===== src/rtl/vxe_mem_req_arb_if.sv =====
// Bundle of client, memory and response signals for vxe_mem_req_arb.
// The slave modport is the arbiter's view. The master modport is the
// environment that drives the clients, the memory and the response path.
interface vxe_mem_req_arb_if #(
    parameter int ADDR_W = 40
);
    // CU client (id 0)
    logic              i_cu_req;
    logic [ADDR_W-1:0] i_cu_addr;
    logic [2:0]        i_cu_thread;
    logic              i_cu_arg;
    logic              o_cu_rdy;
    // VPU0 client (id 1)
    logic              i_vpu0_req;
    logic [ADDR_W-1:0] i_vpu0_addr;
    logic [2:0]        i_vpu0_thread;
    logic              i_vpu0_arg;
    logic              o_vpu0_rdy;
    // VPU1 client (id 2)
    logic              i_vpu1_req;
    logic [ADDR_W-1:0] i_vpu1_addr;
    logic [2:0]        i_vpu1_thread;
    logic              i_vpu1_arg;
    logic              o_vpu1_rdy;
    // memory request slot
    logic              o_m_req;
    logic [ADDR_W-1:0] o_m_addr;
    logic [5:0]        o_m_txnid;
    logic              i_m_rdy;
    // response return and status
    logic              i_rs_vld;
    logic [5:0]        i_rs_txnid;
    logic              o_err;
    logic              o_idle;

    modport slave (
        input  i_cu_req, i_cu_addr, i_cu_thread, i_cu_arg,
        input  i_vpu0_req, i_vpu0_addr, i_vpu0_thread, i_vpu0_arg,
        input  i_vpu1_req, i_vpu1_addr, i_vpu1_thread, i_vpu1_arg,
        input  i_m_rdy, i_rs_vld, i_rs_txnid,
        output o_cu_rdy, o_vpu0_rdy, o_vpu1_rdy,
        output o_m_req, o_m_addr, o_m_txnid, o_err, o_idle
    );

    modport master (
        output i_cu_req, i_cu_addr, i_cu_thread, i_cu_arg,
        output i_vpu0_req, i_vpu0_addr, i_vpu0_thread, i_vpu0_arg,
        output i_vpu1_req, i_vpu1_addr, i_vpu1_thread, i_vpu1_arg,
        output i_m_rdy, i_rs_vld, i_rs_txnid,
        input  o_cu_rdy, o_vpu0_rdy, o_vpu1_rdy,
        input  o_m_req, o_m_addr, o_m_txnid, o_err, o_idle
    );
endinterface


===== src/rtl/vxe_mem_req_arb.sv =====
// Memory request arbiter for the CU (0), VPU0 (1) and VPU1 (2) clients.
// Grants one request per cycle into a registered output slot, tags it with
// txnid = {client, thread, arg} and counts outstanding transactions per
// client from returned txnids, throttling a client at MAX_OUTST.
// Build option: define VXE_MEM_ARB_CU_PRIO_EN to give the CU strict priority
// with VPU0/VPU1 round-robin between themselves; otherwise plain 3-way RR.
module vxe_mem_req_arb #(
    parameter int ADDR_W    = 40,
    parameter int MAX_OUTST = 8
) (
    input  logic                   clk,
    input  logic                   rst,
    vxe_mem_req_arb_if.slave       bus
);
    localparam int NCLI  = 3;
    localparam int CNT_W = $clog2(MAX_OUTST + 1);

    // client inputs gathered into index-addressable form
    logic [NCLI-1:0]   req_v;
    logic [ADDR_W-1:0] addr_v   [NCLI];
    logic [2:0]        thread_v [NCLI];
    logic [NCLI-1:0]   arg_v;

    assign req_v       = {bus.i_vpu1_req, bus.i_vpu0_req, bus.i_cu_req};
    assign arg_v       = {bus.i_vpu1_arg, bus.i_vpu0_arg, bus.i_cu_arg};
    assign addr_v[0]   = bus.i_cu_addr;
    assign addr_v[1]   = bus.i_vpu0_addr;
    assign addr_v[2]   = bus.i_vpu1_addr;
    assign thread_v[0] = bus.i_cu_thread;
    assign thread_v[1] = bus.i_vpu0_thread;
    assign thread_v[2] = bus.i_vpu1_thread;

    logic              m_req_q;
    logic [ADDR_W-1:0] m_addr_q;
    logic [5:0]        m_txnid_q;
    logic              err_q;
    logic [CNT_W-1:0]  cnt_q [NCLI];
    logic [CNT_W-1:0]  cnt_d [NCLI];

    logic              slot_free;
    logic [NCLI-1:0]   elig;
    logic [NCLI-1:0]   inc;
    logic [NCLI-1:0]   dec;
    logic [NCLI-1:0]   zero_hit;
    logic [NCLI-1:0]   cnt_nz;
    logic              gnt_vld;
    logic [1:0]        gnt_idx;
    logic [1:0]        rs_cli;
    logic              err_d;
    logic [3:0]        unused_rs_low;

    assign slot_free     = !m_req_q || bus.i_m_rdy;
    assign rs_cli        = bus.i_rs_txnid[5:4];
    // thread/arg bits of a response do not affect accounting
    assign unused_rs_low = bus.i_rs_txnid[3:0];

    // per-client eligibility and outstanding accounting
    for (genvar gi = 0; gi < NCLI; gi++) begin : g_cli
        assign elig[gi]     = req_v[gi] && (cnt_q[gi] < CNT_W'(MAX_OUTST));
        assign inc[gi]      = gnt_vld && (gnt_idx == 2'(gi));
        assign dec[gi]      = bus.i_rs_vld && (rs_cli == 2'(gi)) && (cnt_q[gi] != '0);
        assign zero_hit[gi] = bus.i_rs_vld && (rs_cli == 2'(gi)) && (cnt_q[gi] == '0);
        assign cnt_nz[gi]   = (cnt_q[gi] != '0);
        assign cnt_d[gi]    = (inc[gi] && !dec[gi]) ? cnt_q[gi] + CNT_W'(1) :
                              (dec[gi] && !inc[gi]) ? cnt_q[gi] - CNT_W'(1) : cnt_q[gi];

        // outstanding counter per client
        always_ff @(posedge clk or posedge rst) begin
            if (rst) cnt_q[gi] <= '0;
            else     cnt_q[gi] <= cnt_d[gi];
        end
    end

    // response to the unused client id or to a client with nothing in flight
    assign err_d = bus.i_rs_vld && ((rs_cli == 2'd3) || (|zero_hit));

`ifdef VXE_MEM_ARB_CU_PRIO_EN
    logic       vptr_q;
    logic [1:0] vpu_first;
    logic [1:0] vpu_second;

    assign vpu_first  = vptr_q ? 2'd2 : 2'd1;
    assign vpu_second = vptr_q ? 2'd1 : 2'd2;

    // CU wins whenever eligible, VPUs alternate between themselves
    always_comb begin
        gnt_vld = 1'b0;
        gnt_idx = 2'd0;
        if (slot_free) begin
            if (elig[0]) begin
                gnt_vld = 1'b1;
                gnt_idx = 2'd0;
            end else if (elig[vpu_first]) begin
                gnt_vld = 1'b1;
                gnt_idx = vpu_first;
            end else if (elig[vpu_second]) begin
                gnt_vld = 1'b1;
                gnt_idx = vpu_second;
            end
        end
    end

    // VPU pointer flips only on a VPU grant
    always_ff @(posedge clk or posedge rst) begin
        if (rst)                            vptr_q <= 1'b0;
        else if (gnt_vld && gnt_idx != 2'd0) vptr_q <= ~vptr_q;
    end
`else
    logic [1:0] ptr_q;
    logic [2:0] rr_sum;
    logic [1:0] rr_cand;

    // first eligible client scanning from the pointer, wrapping modulo 3
    always_comb begin
        gnt_vld = 1'b0;
        gnt_idx = 2'd0;
        rr_sum  = 3'd0;
        rr_cand = 2'd0;
        for (int i = 0; i < NCLI; i++) begin
            rr_sum  = {1'b0, ptr_q} + 3'(i);
            rr_cand = (rr_sum >= 3'd3) ? 2'(rr_sum - 3'd3) : rr_sum[1:0];
            if (slot_free && !gnt_vld && elig[rr_cand]) begin
                gnt_vld = 1'b1;
                gnt_idx = rr_cand;
            end
        end
    end

    // pointer moves past the granted client
    always_ff @(posedge clk or posedge rst) begin
        if (rst)          ptr_q <= 2'd0;
        else if (gnt_vld) ptr_q <= (gnt_idx == 2'd2) ? 2'd0 : gnt_idx + 2'd1;
    end
`endif

    // output slot: load on grant, drop when drained, hold while stalled
    always_ff @(posedge clk or posedge rst) begin
        if (rst) begin
            m_req_q   <= 1'b0;
            m_addr_q  <= '0;
            m_txnid_q <= '0;
        end else if (slot_free) begin
            m_req_q <= gnt_vld;
            if (gnt_vld) begin
                m_addr_q  <= addr_v[gnt_idx];
                m_txnid_q <= {gnt_idx, thread_v[gnt_idx], arg_v[gnt_idx]};
            end
        end
    end

    // single-cycle protocol error pulse
    always_ff @(posedge clk or posedge rst) begin
        if (rst) err_q <= 1'b0;
        else     err_q <= err_d;
    end

    assign bus.o_cu_rdy   = inc[0];
    assign bus.o_vpu0_rdy = inc[1];
    assign bus.o_vpu1_rdy = inc[2];
    assign bus.o_m_req    = m_req_q;
    assign bus.o_m_addr   = m_addr_q;
    assign bus.o_m_txnid  = m_txnid_q;
    assign bus.o_err      = err_q;
    assign bus.o_idle     = !m_req_q && !(|cnt_nz);
endmodule


===== src/flat_wrapper.sv =====
// flat-port wrapper written by rule: the top's interface ports become plain ports
module vxe_mem_req_arb_flat 
#(
    parameter int ADDR_W    = 40,
    parameter int MAX_OUTST = 8
)
  (clk, rst, bus_i_cu_req, bus_i_cu_addr, bus_i_cu_thread, bus_i_cu_arg, bus_i_vpu0_req, bus_i_vpu0_addr, bus_i_vpu0_thread, bus_i_vpu0_arg, bus_i_vpu1_req, bus_i_vpu1_addr, bus_i_vpu1_thread, bus_i_vpu1_arg, bus_i_m_rdy, bus_i_rs_vld, bus_i_rs_txnid, bus_o_cu_rdy, bus_o_vpu0_rdy, bus_o_vpu1_rdy, bus_o_m_req, bus_o_m_addr, bus_o_m_txnid, bus_o_err, bus_o_idle);
  vxe_mem_req_arb_if #(.ADDR_W(ADDR_W)) bus_i ();
  input  logic clk;
  input  logic rst;
  input wire logic [$bits(bus_i.i_cu_req)-1:0] bus_i_cu_req;
  input wire logic [$bits(bus_i.i_cu_addr)-1:0] bus_i_cu_addr;
  input wire logic [$bits(bus_i.i_cu_thread)-1:0] bus_i_cu_thread;
  input wire logic [$bits(bus_i.i_cu_arg)-1:0] bus_i_cu_arg;
  input wire logic [$bits(bus_i.i_vpu0_req)-1:0] bus_i_vpu0_req;
  input wire logic [$bits(bus_i.i_vpu0_addr)-1:0] bus_i_vpu0_addr;
  input wire logic [$bits(bus_i.i_vpu0_thread)-1:0] bus_i_vpu0_thread;
  input wire logic [$bits(bus_i.i_vpu0_arg)-1:0] bus_i_vpu0_arg;
  input wire logic [$bits(bus_i.i_vpu1_req)-1:0] bus_i_vpu1_req;
  input wire logic [$bits(bus_i.i_vpu1_addr)-1:0] bus_i_vpu1_addr;
  input wire logic [$bits(bus_i.i_vpu1_thread)-1:0] bus_i_vpu1_thread;
  input wire logic [$bits(bus_i.i_vpu1_arg)-1:0] bus_i_vpu1_arg;
  input wire logic [$bits(bus_i.i_m_rdy)-1:0] bus_i_m_rdy;
  input wire logic [$bits(bus_i.i_rs_vld)-1:0] bus_i_rs_vld;
  input wire logic [$bits(bus_i.i_rs_txnid)-1:0] bus_i_rs_txnid;
  output wire logic [$bits(bus_i.o_cu_rdy)-1:0] bus_o_cu_rdy;
  output wire logic [$bits(bus_i.o_vpu0_rdy)-1:0] bus_o_vpu0_rdy;
  output wire logic [$bits(bus_i.o_vpu1_rdy)-1:0] bus_o_vpu1_rdy;
  output wire logic [$bits(bus_i.o_m_req)-1:0] bus_o_m_req;
  output wire logic [$bits(bus_i.o_m_addr)-1:0] bus_o_m_addr;
  output wire logic [$bits(bus_i.o_m_txnid)-1:0] bus_o_m_txnid;
  output wire logic [$bits(bus_i.o_err)-1:0] bus_o_err;
  output wire logic [$bits(bus_i.o_idle)-1:0] bus_o_idle;
  assign bus_i.i_cu_req = bus_i_cu_req;
  assign bus_i.i_cu_addr = bus_i_cu_addr;
  assign bus_i.i_cu_thread = bus_i_cu_thread;
  assign bus_i.i_cu_arg = bus_i_cu_arg;
  assign bus_i.i_vpu0_req = bus_i_vpu0_req;
  assign bus_i.i_vpu0_addr = bus_i_vpu0_addr;
  assign bus_i.i_vpu0_thread = bus_i_vpu0_thread;
  assign bus_i.i_vpu0_arg = bus_i_vpu0_arg;
  assign bus_i.i_vpu1_req = bus_i_vpu1_req;
  assign bus_i.i_vpu1_addr = bus_i_vpu1_addr;
  assign bus_i.i_vpu1_thread = bus_i_vpu1_thread;
  assign bus_i.i_vpu1_arg = bus_i_vpu1_arg;
  assign bus_i.i_m_rdy = bus_i_m_rdy;
  assign bus_i.i_rs_vld = bus_i_rs_vld;
  assign bus_i.i_rs_txnid = bus_i_rs_txnid;
  assign bus_o_cu_rdy = bus_i.o_cu_rdy;
  assign bus_o_vpu0_rdy = bus_i.o_vpu0_rdy;
  assign bus_o_vpu1_rdy = bus_i.o_vpu1_rdy;
  assign bus_o_m_req = bus_i.o_m_req;
  assign bus_o_m_addr = bus_i.o_m_addr;
  assign bus_o_m_txnid = bus_i.o_m_txnid;
  assign bus_o_err = bus_i.o_err;
  assign bus_o_idle = bus_i.o_idle;
  vxe_mem_req_arb #(.ADDR_W(ADDR_W), .MAX_OUTST(MAX_OUTST)) u_core (.clk(clk), .rst(rst), .bus(bus_i));
endmodule

===== config.mk =====
export PLATFORM = sky130hd
export DESIGN_NAME = vxe_mem_req_arb_flat
export DESIGN_NICKNAME = d
export VERILOG_FILES = /design/src/rtl/vxe_mem_req_arb_if.sv /design/src/rtl/vxe_mem_req_arb.sv /design/src/flat_wrapper.sv
export SDC_FILE = /design/constraint.sdc
export NUM_CORES = 1
export LEC_CHECK = 0
export ABC_AREA = 0
export CORE_AREA = 2 2 103 105
export DETAILED_ROUTE_END_ITERATION = 10
export DIE_AREA = 0 0 105 107
export HOLD_SLACK_MARGIN = 0.1
export PLACE_DENSITY_LB_ADDON = 0.25
export SLEW_MARGIN = 20
export SYNTH_ARGS = -nofsm -noshare
export SYNTH_HDL_FRONTEND = slang
export SYNTH_SLANG_ARGS = --single-unit

===== constraint.sdc =====
create_clock -name clk -period 4.12 [get_ports clk]
set_clock_uncertainty 0.1 [all_clocks]
set_input_delay 0.618 -clock clk [delete_from_list [all_inputs] [get_ports clk]]
set_output_delay 0.618 -clock clk [all_outputs]
set_load 0.02 [all_outputs]

==> Word-level counts from Yosys, hierarchy flattened <==
Cells that the tools add are included.
{ "word_totals": {"wordCells": 121, "regBits": 62, "output_inout_bits": 52} }
{ "classes": {"mux": 30, "n_eq_ne": 5, "n_addsub": 12, "magnitude_cmp": 11, "bitwise_logic": 1, "n_reduce_logical": 54} }
{ "op_table": {"columns": ["op", "n"], "rows": [
  ["binary-select mux 40 bit (select 2 bit)", 1],
  ["two-way mux 40 bit", 2],
  ["logical AND 1 bit", 28],
  ["two-way mux 4 bit", 6],
  ["two-way mux 2 bit", 7],
  ["adder 4 x 1 -> 4 bit (second input constant)", 3],
  ["logical NOT 4 bit", 3],
  ["less-than comparator 2 x 3 -> 1 bit (second input constant)", 4],
  ["less-than comparator 4 bit (second input constant)", 3],
  ["nonzero test 4 bit", 3],
  ["subtractor 4 x 1 -> 4 bit (second input constant)", 3],
  ["logical NOT 1 bit", 10],
  ["binary-select mux 1 bit (select 2 bit)", 4],
  ["two-way mux 1 bit", 7],
  ["binary-select mux 3 bit (select 2 bit)", 1],
  ["equality test 2 bit (second input constant)", 3],
  [">= comparator 3 x 2 -> 1 bit (second input constant)", 2],
  ["two-way mux 3 bit", 2],
  ["nonzero test 2 bit", 3],
  ["OR reduction 3 bit", 2],
  ["subtractor 2 bit (second input constant)", 3],
  ["equality test 2 x 1 -> 1 bit (second input constant)", 2],
  ["logical NOT 2 bit", 2],
  ["adder 2 x 1 -> 3 bit (second input constant)", 1],
  ["7 further kinds", 8]
]} }

==> Longest topological paths before layout <==
Gate-level depths: netlist of run 1.
{ "logic_depth": {"word_depth": 20, "depth_mapped": 17, "ltp_nobuf": 15} }

==> Least setup slack after synthesis of run 1 <==
Ideal clock, no wire load.
{ "synth_timing": {"kind": "reg2reg", "from": "register u_core.ptr_q[0]", "to": "register u_core.cnt_q[11] (netlist bit)", "path_stages_with_launch": 17, "required_ps": 3895, "setup_slack_ps": 602, "period_less_slack_ps": 3518, "arrival_time_ps": 3293, "path_buffers": 1, "cell_sequence": "dfrtp_1 -> inv_1 -> ha_1 -> or3b_1 -> a21o_1 -> a21oi_4 -> buf_2 -> nor2_1 -> nor2_1 -> ha_1 -> inv_1 -> ha_1 -> a21o_1 -> a21oi_1 -> xnor2_1 -> nor2_1 -> xor2_1"} }
{ "synth_between": {"elab_chain_cells": 19, "elab_cells_between_ends": 37, "classes_between": "5 x add/sub; 3 x order compare; 16 x mux; 13 x reduce/logical"} }
{ "synth_lines": {"columns": ["element", "line_no", "text"], "rows": [
  ["start: declaration", "vxe_mem_req_arb.sv:109", "logic [1:0] ptr_q;"],
  ["start signal: assignment", "vxe_mem_req_arb.sv:132", "else if (gnt_vld) ptr_q <= (gnt_idx == 2'd2) ? 2'd0 : gnt_idx + 2'd1;"],
  ["parallel branches: the longest is 15 deep, another holds adder 2 x 1 -> 3 bit", null, null],
  ["logical AND 1 bit (*)", "vxe_mem_req_arb.sv:60", "assign inc[gi] = gnt_vld && (gnt_idx == 2'(gi));"],
  ["via bus_o_cu_rdy", "flat_wrapper.sv:26", "output wire logic [$bits(bus_i.o_cu_rdy)-1:0] bus_o_cu_rdy;"],
  ["logical NOT 1 bit", "vxe_mem_req_arb.sv:65", "(dec[gi] && !inc[gi]) ? cnt_q[gi] - CNT_W'(1) : cnt_q[gi];"],
  ["logical AND 1 bit", "vxe_mem_req_arb.sv:65", null],
  ["nonzero test 2 bit (no source line)", null, null],
  ["end signal: indexed assignment", "vxe_mem_req_arb.sv:70", "else cnt_q[gi] <= cnt_d[gi];"],
  ["end: declaration", "vxe_mem_req_arb.sv:37", "logic [CNT_W-1:0] cnt_q [NCLI];"]
]} }
Mark *: on every way through the listed nets, which the timed path passes. The select of a mux whose other input is x is not followed.
A chain may end at the register's enable or synchronous reset.

==> Final worst setup path of run 1 <==
{ "layout_timing": {"from": "input port bus_i_cu_req", "to": "output port bus_o_cu_rdy"} }
{ "layout_between": {"elab_chain_cells": 15, "elab_cells_between_ends": 22, "classes_between": "12 x mux; 10 x reduce/logical"} }
{ "layout_lines": {"columns": ["element", "line_no", "text"], "rows": [
  ["start: declaration", "flat_wrapper.sv:11", "input wire logic [$bits(bus_i.i_cu_req)-1:0] bus_i_cu_req;"],
  ["logical AND 1 bit (*)", "vxe_mem_req_arb.sv:59", "assign elig[gi] = req_v[gi] && (cnt_q[gi] < CNT_W'(MAX_OUTST));"],
  ["binary-select mux 1 bit (select 2 bit)", "vxe_mem_req_arb.sv:122", "if (slot_free && !gnt_vld && elig[rr_cand]) begin"],
  ["two-way mux 1 bit (not written as such)", "vxe_mem_req_arb.sv:122", null],
  ["logical AND 1 bit", "vxe_mem_req_arb.sv:122", null],
  ["two-way mux 1 bit", "vxe_mem_req_arb.sv:122", null],
  ["logical NOT 1 bit", "vxe_mem_req_arb.sv:122", null],
  ["logical AND 1 bit (2 in series)", "vxe_mem_req_arb.sv:122", null],
  ["two-way mux 1 bit", "vxe_mem_req_arb.sv:122", null],
  ["logical NOT 1 bit", "vxe_mem_req_arb.sv:122", null],
  ["logical AND 1 bit (2 in series)", "vxe_mem_req_arb.sv:122", null],
  ["two-way mux 2 bit", "vxe_mem_req_arb.sv:122", null],
  ["logical NOT 2 bit", "vxe_mem_req_arb.sv:60", null],
  ["logical AND 1 bit (*)", "vxe_mem_req_arb.sv:60", null],
  ["end: declaration", "flat_wrapper.sv:26", null]
]} }
Every way passes the cells marked *; elsewhere a longest branch is shown, timed or not. The select of a mux whose other input is x is not followed.

==> results.toml, run 1 <==
[outcome]
status = "complete, no violations"

[clock_network]
cts_hold_buffers = 0
clkSinkCount = 62
clk_pin_slew_ns = 0.07
cts_buffers = 9
tritoncts = "yes"
cts-root-buf = "clkbuf_8"
post_cts_resized = 0
post_cts_buffers = 0
cts_buffer_depth = 2
clk_latency_ns = 0.32
htreeDepth = 3

[die]
initial_core_util_pct = 40.1
num_rows = 37
die_h_um = 107
core_area_um2 = 10100
die_w_um = 105
dieArea_um2 = 11200
io_pins = 197

[pwr]
p_leak_nw = 2.53
power_density_nw_per_um2 = 855
ir_drop_uv = 560
p_comb_share_pct = 68.2
netSwitchingPower_w = 0.00262
p_int_w = 0.00273
p_sw_share_pct = 49.0
p_seq_share_pct = 23.1
clkPwrFrac_pct = 8.7

[routing]
wire_per_inst_um = 19.8
drt_iter0_markers = 326
drt-total-wl_um = 14800
vias = 4500
postRouteAntennaNets = 0
via_per_inst = 6.01
route.detailed.drc = 0
drtPass1Iterations = 5

[layout]
diodes = 0
post-route-util_pct = 62.1
layout-drive-gt1-share_pct = 6.69
multi_input_area_um2 = 2130
nNetsFinal = 767
seq_area_um2 = 1550
synthToLayoutAreaGrowth_pct = 54.7
num-fill-cells = 885

[grt]
antenna_found_initial = 0
grt_pass1_wl_um = 23600
track_usage_pct = 26.2
overflow = 0
grt_max_degree = 47
grt_pass1_vias = 4662

[timing]
final-setup-viol-count = 0
max_slew_margin_pct = 57.5
timing.final.crit_share_pct = 85.1
setup_tns_ns = 0
rsz0062_at_grt = "no"
hold_violations = 0
drv_slew = 0
finalCriticalPeriod_ns = 3.51
tightestPinTransition_ns = 0.636
max_freq_mhz = 285

[worst_hold_path]
min_from = "u_core.cnt_q[2]$_DFFE_PP0P_"
holdPathStages = 2
hold_class = "reg2reg"
min_delay_worst_endpoint = "u_core.cnt_q[2]$_DFFE_PP0P_"

[yosys]
async_flop_share_pct = 100
ys_ff_latch = 62
synth_top_area_share_pct = 38.3
synthTopCellsByArea = "dfrtp_1 38%, o2111ai_1 19%, a22oi_1 8.2%"
synth_fp_nets = 590
mappedNetlistArea_um2 = 4050
synth_edf_count = 0
synthFlopType = "dfrtp_1"
synth_cell_types = 43
synth_largest_area_cell = "dfrtp_1"
synth-seq-area-share_pct = 38.3
ys_warn_count = 0
synth_cells = 431
avgSynthCellArea_um2 = 9.40

[critical_path]
ff2ff_path_depth = 14
path_class = "in2out"
cp.arrival_ns = 2.79
r2r_setup_slack_ns = 0.82
worst_r2r_startpoint = "u_core.ptr_q[0]$_DFFE_PP0P_"
r2r_end = "u_core.cnt_q[7]$_DFFE_PP0P_"
endpoint_kind = "output port"
crit_fanout = 2
cp.required_ns = 3.40
cp-start-kind = "primary input"

[placement]
portBuffers = 192
post-dp-hpwl_um = 9920
place.gp.congestion = 0.801

[flow_run]
maxCapViolCount = 0
-- cell usage after synthesis, types with 4 or more instances --
cell type,count
a21o_1,5
a21oi_1,6
a22oi_1,44
buf_2,18
buf_4,4
clkbuf_1,15
dfrtp_1,62
ha_1,11
inv_1,56
nand2_1,6
nand2b_1,4
nand3_1,46
nor2_1,8
nor2b_1,4
o2111ai_1,88
o21ai_0,7
xnor2_1,9
-- worst max-delay path, stage by stage --
cell,delay (ns)
clkdlybuf4s50_1,0.49
or3b_1,0.39
a21o_1,0.22
a21oi_4,0.16
nor2_1,0.07
nor2_1,0.19
clkdlybuf4s50_1,0.64
-- power by group through the flow --
stage	Sequential, W	Clock [W]	Combinational [W]
finish	0.00123	0.000466	0.00365
global route	0.00128	0.000515	0.00396
CTS	0.00123	0.000482	0.00365
detailed placement	0.00123	0	0.00363
global placement	0.00121	0	0.00355
floorplan	0.00148	0	0.00209
-- cells by family after synthesis --
logic type	synth area share, %
multiplexers	1.08
adder cells (fa/ha/maj)	5.13
buffers and inverters	9.92
AO/OA/AOI/OAI	32.6
XOR/XNOR	2.60
AND/OR/NAND/NOR	10.3
flip-flops	38.3
-- layout make-up --
class	count	area share [%]
Inverter	57	3.42
Timing Repair Buffer	206	32.4
Multi-Input combinational cell	272	34.1
Sequential cell	62	24.8
Clock buffer	12	2.32
Clock inverter	4	0.359
Tap cell	136	2.72
-- how the worst max path moves through the flow --
stage                                      startpoint                            to  slack, ns  cells after the start
after floorplan           u_core.ptr_q[0]$_DFFE_PP0P_  u_core.cnt_q[11]$_DFFE_PP0P_       0.60                     16
after global placement                   bus_i_cu_req  u_core.cnt_q[11]$_DFFE_PP0P_       0.50                     14
after detailed placement               bus_i_vpu0_req   u_core.cnt_q[3]$_DFFE_PP0P_       0.40                     14
after CTS                                bus_i_cu_req                  bus_o_cu_rdy       0.59                      7
after global routing      u_core.ptr_q[0]$_DFFE_PP0P_                  bus_o_cu_rdy       0.51                      8
final                                    bus_i_cu_req                  bus_o_cu_rdy       0.61                      7
-- per-layer routing --
metal  global-route usage [%]  part of all wire, %
met3                     5.71                  7.3
met1                     32.5                   41
met4                     9.33                  2.2
met2                     45.2                   49
met5                        0                    0
-- per-stage QoR --
stage | total power, W | instances | instance area [um2] | hold slack, ns | worst slack, ns
4_1_cts | 0.00536 | 749 | 6260 | 0.419 | 0.592
5_1_grt | 0.00575 | 749 | 6260 | 0.427 | 0.512
3_5_place_dp | 0.00486 | 733 | 6100 | 0.405 | 0.401
3_3_place_gp | 0.00475 | 733 | 6100 | 0.385 | 0.502
6_report | 0.00536 | 749 | 6260 | 0.421 | 0.614
2_1_floorplan | 0.00356 | 431 | 4050 | 0.364 | 0.602
-- registers in the layout, summed over array words and instances (netlist names) --
signal,flops
u_core.ptr_q,2
u_core.bus.o_m_addr,40
u_core.bus.o_m_txnid,6
u_core.bus.o_m_req,1
u_core.cnt_q,12
u_core.bus.o_err,1
-- cells in the final DEF, fill, tap and decap left out, types with 6 or more instances in the layout --
master | synthesis | routed
a22oi_1 | 44 | 44
buf_4 | 4 | 14
clkbuf_8 | 0 | 10
clkdlybuf4s50_1 | 0 | 192
dfrtp_1 | 62 | 62
ha_1 | 11 | 11
inv_1 | 56 | 55
nand2_1 | 6 | 6
nand3_1 | 46 | 46
nor2_1 | 8 | 8
o2111ai_1 | 88 | 88
o21ai_0 | 7 | 7
xnor2_1 | 9 | 9
(Power assumes the default switching activity.)
==> run 2, diff against run 1 <==
--- a/config.mk
+++ b/config.mk
@@ -6,9 +6,9 @@
 export NUM_CORES = 1
 export LEC_CHECK = 0
 export ABC_AREA = 0
-export CORE_AREA = 2 2 103 105
+export CORE_AREA = 2 2 104 106
 export DETAILED_ROUTE_END_ITERATION = 10
-export DIE_AREA = 0 0 105 107
+export DIE_AREA = 0 0 106 108
 export HOLD_SLACK_MARGIN = 0.1
 export PLACE_DENSITY_LB_ADDON = 0.25
 export SLEW_MARGIN = 20
==> run 2 against run 1 <==
Against the previous run: critical path depth is the same; flip-flop and latch count is the same; via count shrank 2.2%; setup slack lost 0.019 ns; routed wire length shrank 1.6%; clock power grew 18%; sequential power is essentially flat; non-clock buffer count is the same; power grew 1.0%; maximum frequency shrank 0.53%; cell count is the same; clock-buffer cell count shrank 3; largest cell class unchanged; highest routed layer unchanged.
==> results.toml, run 2 (synthesis gave the netlist of run 1 again) <==
[layout]
layout-drive-gt1-share_pct = 7.01
multi_input_area_um2 = 2130
final_common_cell = "clkdlybuf4s50_1"
layout_common_cells = "192 x clkdlybuf4s50_1, 88 x o2111ai_1, 62 x dfrtp_1, 55 x inv_1, 46 x nand3_1"
stdcell_count = 749
num-fill-cells = 876
largest_register_ffs = 40
seq_area_um2 = 1550
diodes = 0
synthToLayoutAreaGrowth_pct = 55.4
nNetsFinal = 767

[timing]
finalCriticalPeriod_ns = 3.53
timing.final.crit_share_pct = 85.6
tightestPinTransition_ns = 0.895
max_slew_margin_pct = 40.2
fin_ws_ns = 0.595
drv_slew = 0
max_freq_mhz = 284
hold_ws_ns = 0.427
final-setup-viol-count = 0
setup_tns_ns = 0
rsz0062_at_grt = "no"
hold_violations = 0

[clock_network]
htreeDepth = 3
clkSinkCount = 62
post_cts_resized = 0
cts_buffers = 9
clk_latency_ns = 0.34
tritoncts = "yes"
cts_buffer_depth = 2
clk_pin_slew_ns = 0.08
post_cts_buffers = 0
cts-root-buf = "clkbuf_8"
cts_hold_buffers = 0

[die]
io_pins = 197
die_w_um = 106
dieArea_um2 = 11400
die_h_um = 108
core_area_um2 = 10200
initial_core_util_pct = 39.6
num_rows = 37

[critical_path]
crit_chain = "clkdlybuf4s50_1 -> or3b_1 -> a21o_1 -> a21oi_4 -> nor2_1 -> nor2_1 -> clkdlybuf4s50_1"
cp_slowest_cell = "clkdlybuf4s50_1"
cp.arrival_ns = 2.81
cp_num_buf_inv = 2
cp-start-kind = "primary input"
path_class = "in2out"
endpoint_kind = "output port"
crit_family = "buffers and inverters"
cp.required_ns = 3.40
max_stage_delay_ns = 0.65
crit_fanout = 2
cp.depth = 7
ff2ff_path_depth = 15

[grt]
overflow = 0
track_usage_pct = 25.4
antenna_found_initial = 0
grt_pass1_wl_um = 23100
grt_max_degree = 47
grt_pass1_vias = 4433

[placement]
dp_cells = 733
pre_cts_ws_ns = 0.404
portBuffers = 192
post-dp-hpwl_um = 9790
place.gp.congestion = 0.862

[routing]
met3_length_um = 1020
route.detailed.drc = 0
met2WireLength_um = 6960
postRouteAntennaNets = 0
vias = 4401
wire_per_inst_um = 19.4
wl_met1_um = 6230
top_layer = "met4"
drtPass1Iterations = 4
via_per_inst = 5.88
drt-total-wl_um = 14600
drt_iter0_markers = 255

[outcome]
status = "complete, no violations"

[pwr]
power_density_nw_per_um2 = 860
p_leak_nw = 2.54
ir_drop_uv = 714

[worst_hold_path]
hold_class = "reg2reg"
holdPathStages = 1

[flow_run]
maxCapViolCount = 0
run 2: changes by cell type in the layout (fill, tap and decap cells not counted):
cell / previous run / this run
bufinv_16: 0 / 1
clkinv_4: 0 / 2
inv_6: 0 / 1
clkbuf_8: 10 / 9
clkinv_2: 3 / 2
clkbuf_1: 2 / 0
run 2: layout make-up:
cell class	instances	area share [%]
clock buffer	9	1.97
clock inverter	7	1.17
inverter	57	3.40
multi-input combinational	272	33.9
sequential	62	24.6
tap	136	2.70
timing repair buffer	206	32.2
run 2: stage by stage:
step / total power [W] / instance area [um2] / util (%)
final: 0.00541 / 6290 / 61.5
after global routing: 0.00582 / 6290 / 61.5
after CTS: 0.00542 / 6290 / 61.5
after detailed placement: 0.00487 / 6100 / 59.6
after global placement: 0.00472 / 6100 / 59.6
after floorplan: 0.00356 / 4050 / -
run 2: power breakdown:
part           total, W  internal (W)  leakage, nW  switching [W]
logic           0.00363       0.00153         1.71        0.00210
registers       0.00124      0.000959        0.726       0.000278
clock network  0.000548      0.000281       0.0996       0.000267
total           0.00541       0.00277         2.54        0.00264
run 2: worst paths after layout:
check                           slack (ns)                             endpoint                          from
max in group asynchronous             2.52   u_core.bus.o_m_addr[6]$_DFFE_PP0P_                           rst
worst min-delay path                  0.43         u_core.cnt_q[11]$_DFFE_PP0P_  u_core.cnt_q[11]$_DFFE_PP0P_
worst max-delay path                  0.59                         bus_o_cu_rdy                  bus_i_cu_req
worst min register to register        0.43         u_core.cnt_q[11]$_DFFE_PP0P_  u_core.cnt_q[11]$_DFFE_PP0P_
worst max register to register        0.79          u_core.cnt_q[3]$_DFFE_PP0P_   u_core.ptr_q[0]$_DFFE_PP0P_
min in group asynchronous             0.69  u_core.bus.o_m_addr[29]$_DFFE_PP0P_                           rst
run 2: layer usage:
metal,track usage (%),vias to the layer above
met5,0,-
met3,4.52,24
li1,-,2039
met4,9.59,0
met1,32.6,2116
met2,43.1,222
==> run 3, diff against run 2 <==
==> constraint.sdc (replaced) <==
create_clock -name clk -period 3.7 [get_ports clk]
set_clock_uncertainty 0.1 [all_clocks]
set_input_delay 0.555 -clock clk [delete_from_list [all_inputs] [get_ports clk]]
set_output_delay 0.555 -clock clk [all_outputs]
set_load 0.02 [all_outputs]
==> run 3 against run 2 <==
Against the previous run: non-clock buffer count grew 2; highest routed layer unchanged; first-iteration DRC count grew 14%; cell count grew 0.13%.
==> results.toml, run 3 (synthesis gave the netlist of run 1 again) <==
[outcome]
status = "complete, no violations"

[clock_network]
clkSinkCount = 62
cts_buffers = 9
clk_latency_ns = 0.33
post_cts_resized = 0
post_cts_buffers = 0
clk_pin_slew_ns = 0.07
htreeDepth = 3
cts_hold_buffers = 0
tritoncts = "yes"
cts_buffer_depth = 2
cts-root-buf = "clkbuf_8"

[pwr]
p_comb_share_pct = 68.0
netSwitchingPower_w = 0.00289
p_sw_share_pct = 48.6
p_int_w = 0.00306
power_density_nw_per_um2 = 948
ir_drop_uv = 432
p_seq_share_pct = 23.2
clkPwrFrac_pct = 8.8
p_leak_nw = 2.54

[routing]
route.detailed.drc = 0
vias = 4407
wire_per_inst_um = 19.5
via_per_inst = 5.88
drt_iter0_markers = 291
postRouteAntennaNets = 0
drtPass1Iterations = 5
drt-total-wl_um = 14600

[critical_path]
endpoint_kind = "output port"
crit_family = "buffers and inverters"
cp.arrival_ns = 2.74
cp.required_ns = 3.04
worst_r2r_startpoint = "u_core.ptr_q[0]$_DFFE_PP0P_"
cp-start-kind = "flop"
max_stage_delay_ns = 0.63
crit_fanout = 14
cp-startpoint = "u_core.ptr_q[0]$_DFFE_PP0P_"
cp_num_buf_inv = 4
crit_chain = "inv_1 -> ha_1 -> and2_1 -> o21ai_0 -> o211ai_4 -> inv_2 -> buf_4 -> clkdlybuf4s50_1"
cp_slowest_cell = "clkdlybuf4s50_1"
path_class = "reg2out"

[layout]
synthToLayoutAreaGrowth_pct = 55.1
post-route-util_pct = 61.4
final_common_cell = "clkdlybuf4s50_1"
num-fill-cells = 845
largest_register_ffs = 40
multi_input_area_um2 = 2130
seq_area_um2 = 1550
final_area_um2 = 6280
layout-drive-gt1-share_pct = 6.68
stdcell_count = 750
nNetsFinal = 769
diodes = 0
layout_common_cells = "192 x clkdlybuf4s50_1, 88 x o2111ai_1, 62 x dfrtp_1, 55 x inv_1, 46 x nand3_1"

[timing]
drv_slew = 0
max_freq_mhz = 294
rsz0062_at_grt = "no"
setup_tns_ns = 0
timing.final.crit_share_pct = 91.9
max_slew_margin_pct = 43.6
hold_violations = 0
final-setup-viol-count = 0
finalCriticalPeriod_ns = 3.40
tightestPinTransition_ns = 0.846

[flow_run]
maxCapViolCount = 0

[worst_hold_path]
min_from = "u_core.cnt_q[3]$_DFFE_PP0P_"
hold_class = "reg2reg"

[die]
die_w_um = 106
io_pins = 197
core_area_um2 = 10200
num_rows = 37
initial_core_util_pct = 39.6
dieArea_um2 = 11400
die_h_um = 108

[placement]
place.gp.congestion = 0.872
post_dp_cell_area_um2 = 6110
post-dp-hpwl_um = 9880
dp_cells = 735
portBuffers = 192

[grt]
grt_pass1_vias = 4472
overflow = 0
track_usage_pct = 25.6
grt_max_degree = 49
antenna_found_initial = 0
grt_pass1_wl_um = 23100
-- run 3: changes by cell type in the layout (fill, tap and decap cells not counted) --
cell,before,now
clkinvlp_4,1,0
clkbuf_8,9,11
inv_6,1,0
clkinv_4,2,0
clkbuf_1,0,3
buf_4,14,16
bufinv_16,1,0
inv_2,2,1
-- run 3: per-stage QoR --
| step | power [W] | hold WS (ns) | setup WS, ns |
|---|---|---|---|
| after global placement | 0.00527 | 0.389 | 0.183 |
| after floorplan | 0.00397 | 0.364 | 0.182 |
| final | 0.00595 | 0.423 | 0.300 |
| after CTS | 0.00596 | 0.417 | 0.264 |
| after global routing | 0.00642 | 0.429 | 0.166 |
| after detailed placement | 0.00541 | 0.402 | 0.116 |
-- run 3: final cells by class --
type,instances,area share [%]
Multi-Input combinational cell,272,34.0
Timing Repair Buffer,208,32.5
Sequential cell,62,24.7
Inverter,57,3.43
Tap cell,136,2.71
Clock buffer,14,2.59
Clock inverter,1,0.0797
-- run 3: per-layer routing --
layer  up-vias  part of all wire, %  track usage, %
li1       2043                    -               -
met1      2106                   41            32.3
met2       234                   49            43.1
met3        24                  7.2            4.88
met4         0                  2.5            11.3
met5         -                    0               0
-- run 3: path summary, 6_finish.rpt --
path,end,slack (ns),cells after the start
setup / recovery,bus_o_vpu0_rdy,0.30,8
hold / removal,u_core.cnt_q[3]$_DFFE_PP0P_,0.42,1
setup reg to reg,u_core.cnt_q[11]$_DFFE_PP0P_,0.40,15
hold reg to reg,u_core.cnt_q[3]$_DFFE_PP0P_,0.42,1
max in group asynchronous,u_core.bus.o_m_addr[24]$_DFFE_PP0P_,2.26,3
min in group asynchronous,u_core.bus.o_m_addr[29]$_DFFE_PP0P_,0.58,2
-- run 3: power groups by stage --
stage / combinational [W] / clock [W] / sequential (W)
after floorplan: 0.00232 / 0 / 0.00164
after global placement: 0.00391 / 0 / 0.00136
after detailed placement: 0.00403 / 0 / 0.00137
after CTS: 0.00405 / 0.000544 / 0.00137
after global routing: 0.00442 / 0.000575 / 0.00143
final: 0.00405 / 0.000526 / 0.00138
==> edit, RTL diff (config.mk and constraints of run 3) <==
`ADDR_W` is set to 40 in 3 places; all go to 36.
--- a/src/rtl/vxe_mem_req_arb_if.sv
+++ b/src/rtl/vxe_mem_req_arb_if.sv
@@ -2,7 +2,7 @@
 // The slave modport is the arbiter's view. The master modport is the
 // environment that drives the clients, the memory and the response path.
 interface vxe_mem_req_arb_if #(
-    parameter int ADDR_W = 40
+    parameter int ADDR_W = 36
 );
     // CU client (id 0)
     logic              i_cu_req;
--- a/src/rtl/vxe_mem_req_arb.sv
+++ b/src/rtl/vxe_mem_req_arb.sv
@@ -5,7 +5,7 @@
 // Build option: define VXE_MEM_ARB_CU_PRIO_EN to give the CU strict priority
 // with VPU0/VPU1 round-robin between themselves; otherwise plain 3-way RR.
 module vxe_mem_req_arb #(
-    parameter int ADDR_W    = 40,
+    parameter int ADDR_W    = 36,
     parameter int MAX_OUTST = 8
 ) (
     input  logic                   clk,
--- a/src/flat_wrapper.sv
+++ b/src/flat_wrapper.sv
@@ -1,7 +1,7 @@
 // flat-port wrapper written by rule: the top's interface ports become plain ports
 module vxe_mem_req_arb_flat 
 #(
-    parameter int ADDR_W    = 40,
+    parameter int ADDR_W    = 36,
     parameter int MAX_OUTST = 8
 )
   (clk, rst, bus_i_cu_req, bus_i_cu_addr, bus_i_cu_thread, bus_i_cu_arg, bus_i_vpu0_req, bus_i_vpu0_addr, bus_i_vpu0_thread, bus_i_vpu0_arg, bus_i_vpu1_req, bus_i_vpu1_addr, bus_i_vpu1_thread, bus_i_vpu1_arg, bus_i_m_rdy, bus_i_rs_vld, bus_i_rs_txnid, bus_o_cu_rdy, bus_o_vpu0_rdy, bus_o_vpu1_rdy, bus_o_m_req, bus_o_m_addr, bus_o_m_txnid, bus_o_err, bus_o_idle);
Interface: changed (resized bus_i_cu_addr, bus_i_vpu0_addr, bus_i_vpu1_addr and bus_o_m_addr); port bits go from 197 to 181. The function was not compared with the original's and may differ.
==> edit against run 3 <==
Total power down 10%; sequential share of layout area up 0.27 points; worst setup slack worse by 0.091 ns; utilization down 4.6 points; final area down 7.5%; routed wire length down 20%; sequential cell count down 4; area after synthesis down 9.8%; count of clock-buffer cells in the layout down 3; sequential power down 14%; critical path type unchanged.
==> edit: results (changes against run 3) <==
The multiplexer fraction of the synthesized cell area is 1.20% (+0.12 points), and the wire length per cell is 17.4 um (-10%). The worst supply voltage drop on vdd is 0.652 mV (+51%), and the wire length on met1 is 5010 um (-17%). The proportion of netlist area held by the largest area contributor is 39.7% (+1.4 points), and the number of detailed-route iterations in the first pass is 4 (-1). Net count reported at finish: 679 (-12%). The met2 wire length is 5870 um (-18%), and the share of the synthesized netlist area taken by xor and xnor gates is 2.88% (+0.28 points). The critical path data arrival time was 2.84 ns (+0.10 ns); the number of flip-flops in the largest register was 36 (-10%).

The tools report the wire length of the first global-routing pass as 18,600 um (-19%). The run gives 889 (+5.2%) as the number of fillers in the final layout. The via count of the first global-routing pass was 3,627 (-19%); the leakage component of the power was 2.37 nW (-6.7%).

The area fraction in compound gates after synthesis is 33.5% (+0.85 points), and the via total after detailed routing is 3,518 (-20%). The fraction of layout instances using a drive strength above 1 was 17.5% (+11 points); the number of gates given a new drive strength after cts was 1 (+1). The count of distinct cell types in the synthesized netlist came out at 45 (+4.7%). The flow ran to the end, and the final reports show no timing, DRC or antenna violations. The worst slew margin relative to its limit is 45.8% (+2.3 points), and the largest stage delay on the critical path is 0.68 ns (+0.05 ns). The port buffer count came out at 176 (-8.3%).

Post-synth net total: 496 (-16%). The run gives 42 (-14%) as the pin count of the biggest net entering global routing. After synthesis, the most frequently instantiated cells are dfrtp_1 (58), a21oi_1 (45), nor2_1 (44), o21ai_1 (41), a221oi_2 (38). Sequential element share of the synthesized area: 39.7% (+1.4 points). In the post-synthesis netlist, the biggest area contributors are dfrtp_1 (40%), a221oi_2 (16%), a21oi_1 (6.2%). Fraction of the mapped netlist area in adder cells: 5.72% (+0.59 points).
==> edit: through the flow <==
stage	instance area (um2)	setup TNS (ns)	utilization, %	setup slack, ns	instances
after global placement	5590	0	54.7	0.00288	657
after CTS	5810	0	56.8	0.189	673
final	5810	0	56.8	0.210	673
after detailed placement	5590	-0.0415	54.7	-0.0415	657
after global routing	5810	0	56.8	0.0229	673
after floorplan	3650	0	-	0.0750	349
==> edit: area by class of cell <==
type                    count  share of cell area, %
flip-flops and latches     58                   25.0
repair buffers            200                   33.4
clock buffers              11                   2.43
clock inverters             5                   1.33
well taps                 136                   2.93
inverters                   7                  0.452
multi-input cells         256                   34.5
==> edit: cells by family (layout without fill, tap and decap cells) <==
group / after synthesis / in the layout
multiplexers: 4 / 4
flip-flops: 58 / 58
adder cells (fa/ha/maj): 15 / 15
AO/OA/AOI/OAI: 151 / 151
XOR/XNOR: 12 / 12
AND/OR/NAND/NOR: 74 / 74
buffers and inverters: 35 / 223
==> edit: final timing paths <==
kind | from | end | slack, ns
min in group asynchronous | rst | u_core.bus.o_m_addr[1]$_DFFE_PP0P_ | 0.61
max in group asynchronous | rst | u_core.cnt_q[11]$_DFFE_PP0P_ | 2.21
worst max-delay path | u_core.ptr_q[1]$_DFFE_PP0P_ | bus_o_vpu0_rdy | 0.21
worst max register to register | u_core.ptr_q[1]$_DFFE_PP0P_ | u_core.cnt_q[11]$_DFFE_PP0P_ | 0.22
worst min-delay path | u_core.bus.o_m_txnid[4]$_DFFE_PP0P_ | u_core.bus.o_m_txnid[4]$_DFFE_PP0P_ | 0.39
worst min register to register | u_core.bus.o_m_txnid[4]$_DFFE_PP0P_ | u_core.bus.o_m_txnid[4]$_DFFE_PP0P_ | 0.39
==> edit: worst register-to-register path, stage by stage, from the launching register on <==
cell     delay, ns
dfrtp_1       0.40
ha_2          0.39
nand2_1       0.08
or3b_1        0.35
a311o_1       0.38
o211a_2       0.13
o21ai_1       0.17
inv_1         0.11
ha_1          0.22
inv_1         0.10
ha_1          0.23
a21o_1        0.18
a21oi_1       0.17
xnor2_1       0.14
nor2_1        0.07
xor2_1        0.14
==> edit: per-layer routing <==
metal	track usage, %	vias up
met1	25.1	1700
li1	-	1680
met3	3.74	12
met4	6.02	0
met2	37.0	126
met5	0	-
==> edit: power breakdown <==
group / internal (mW) / total (mW) / switching, mW
clock network: 0.396 / 0.651 / 0.255
registers: 0.974 / 1.18 / 0.207
logic: 1.59 / 3.50 / 1.91
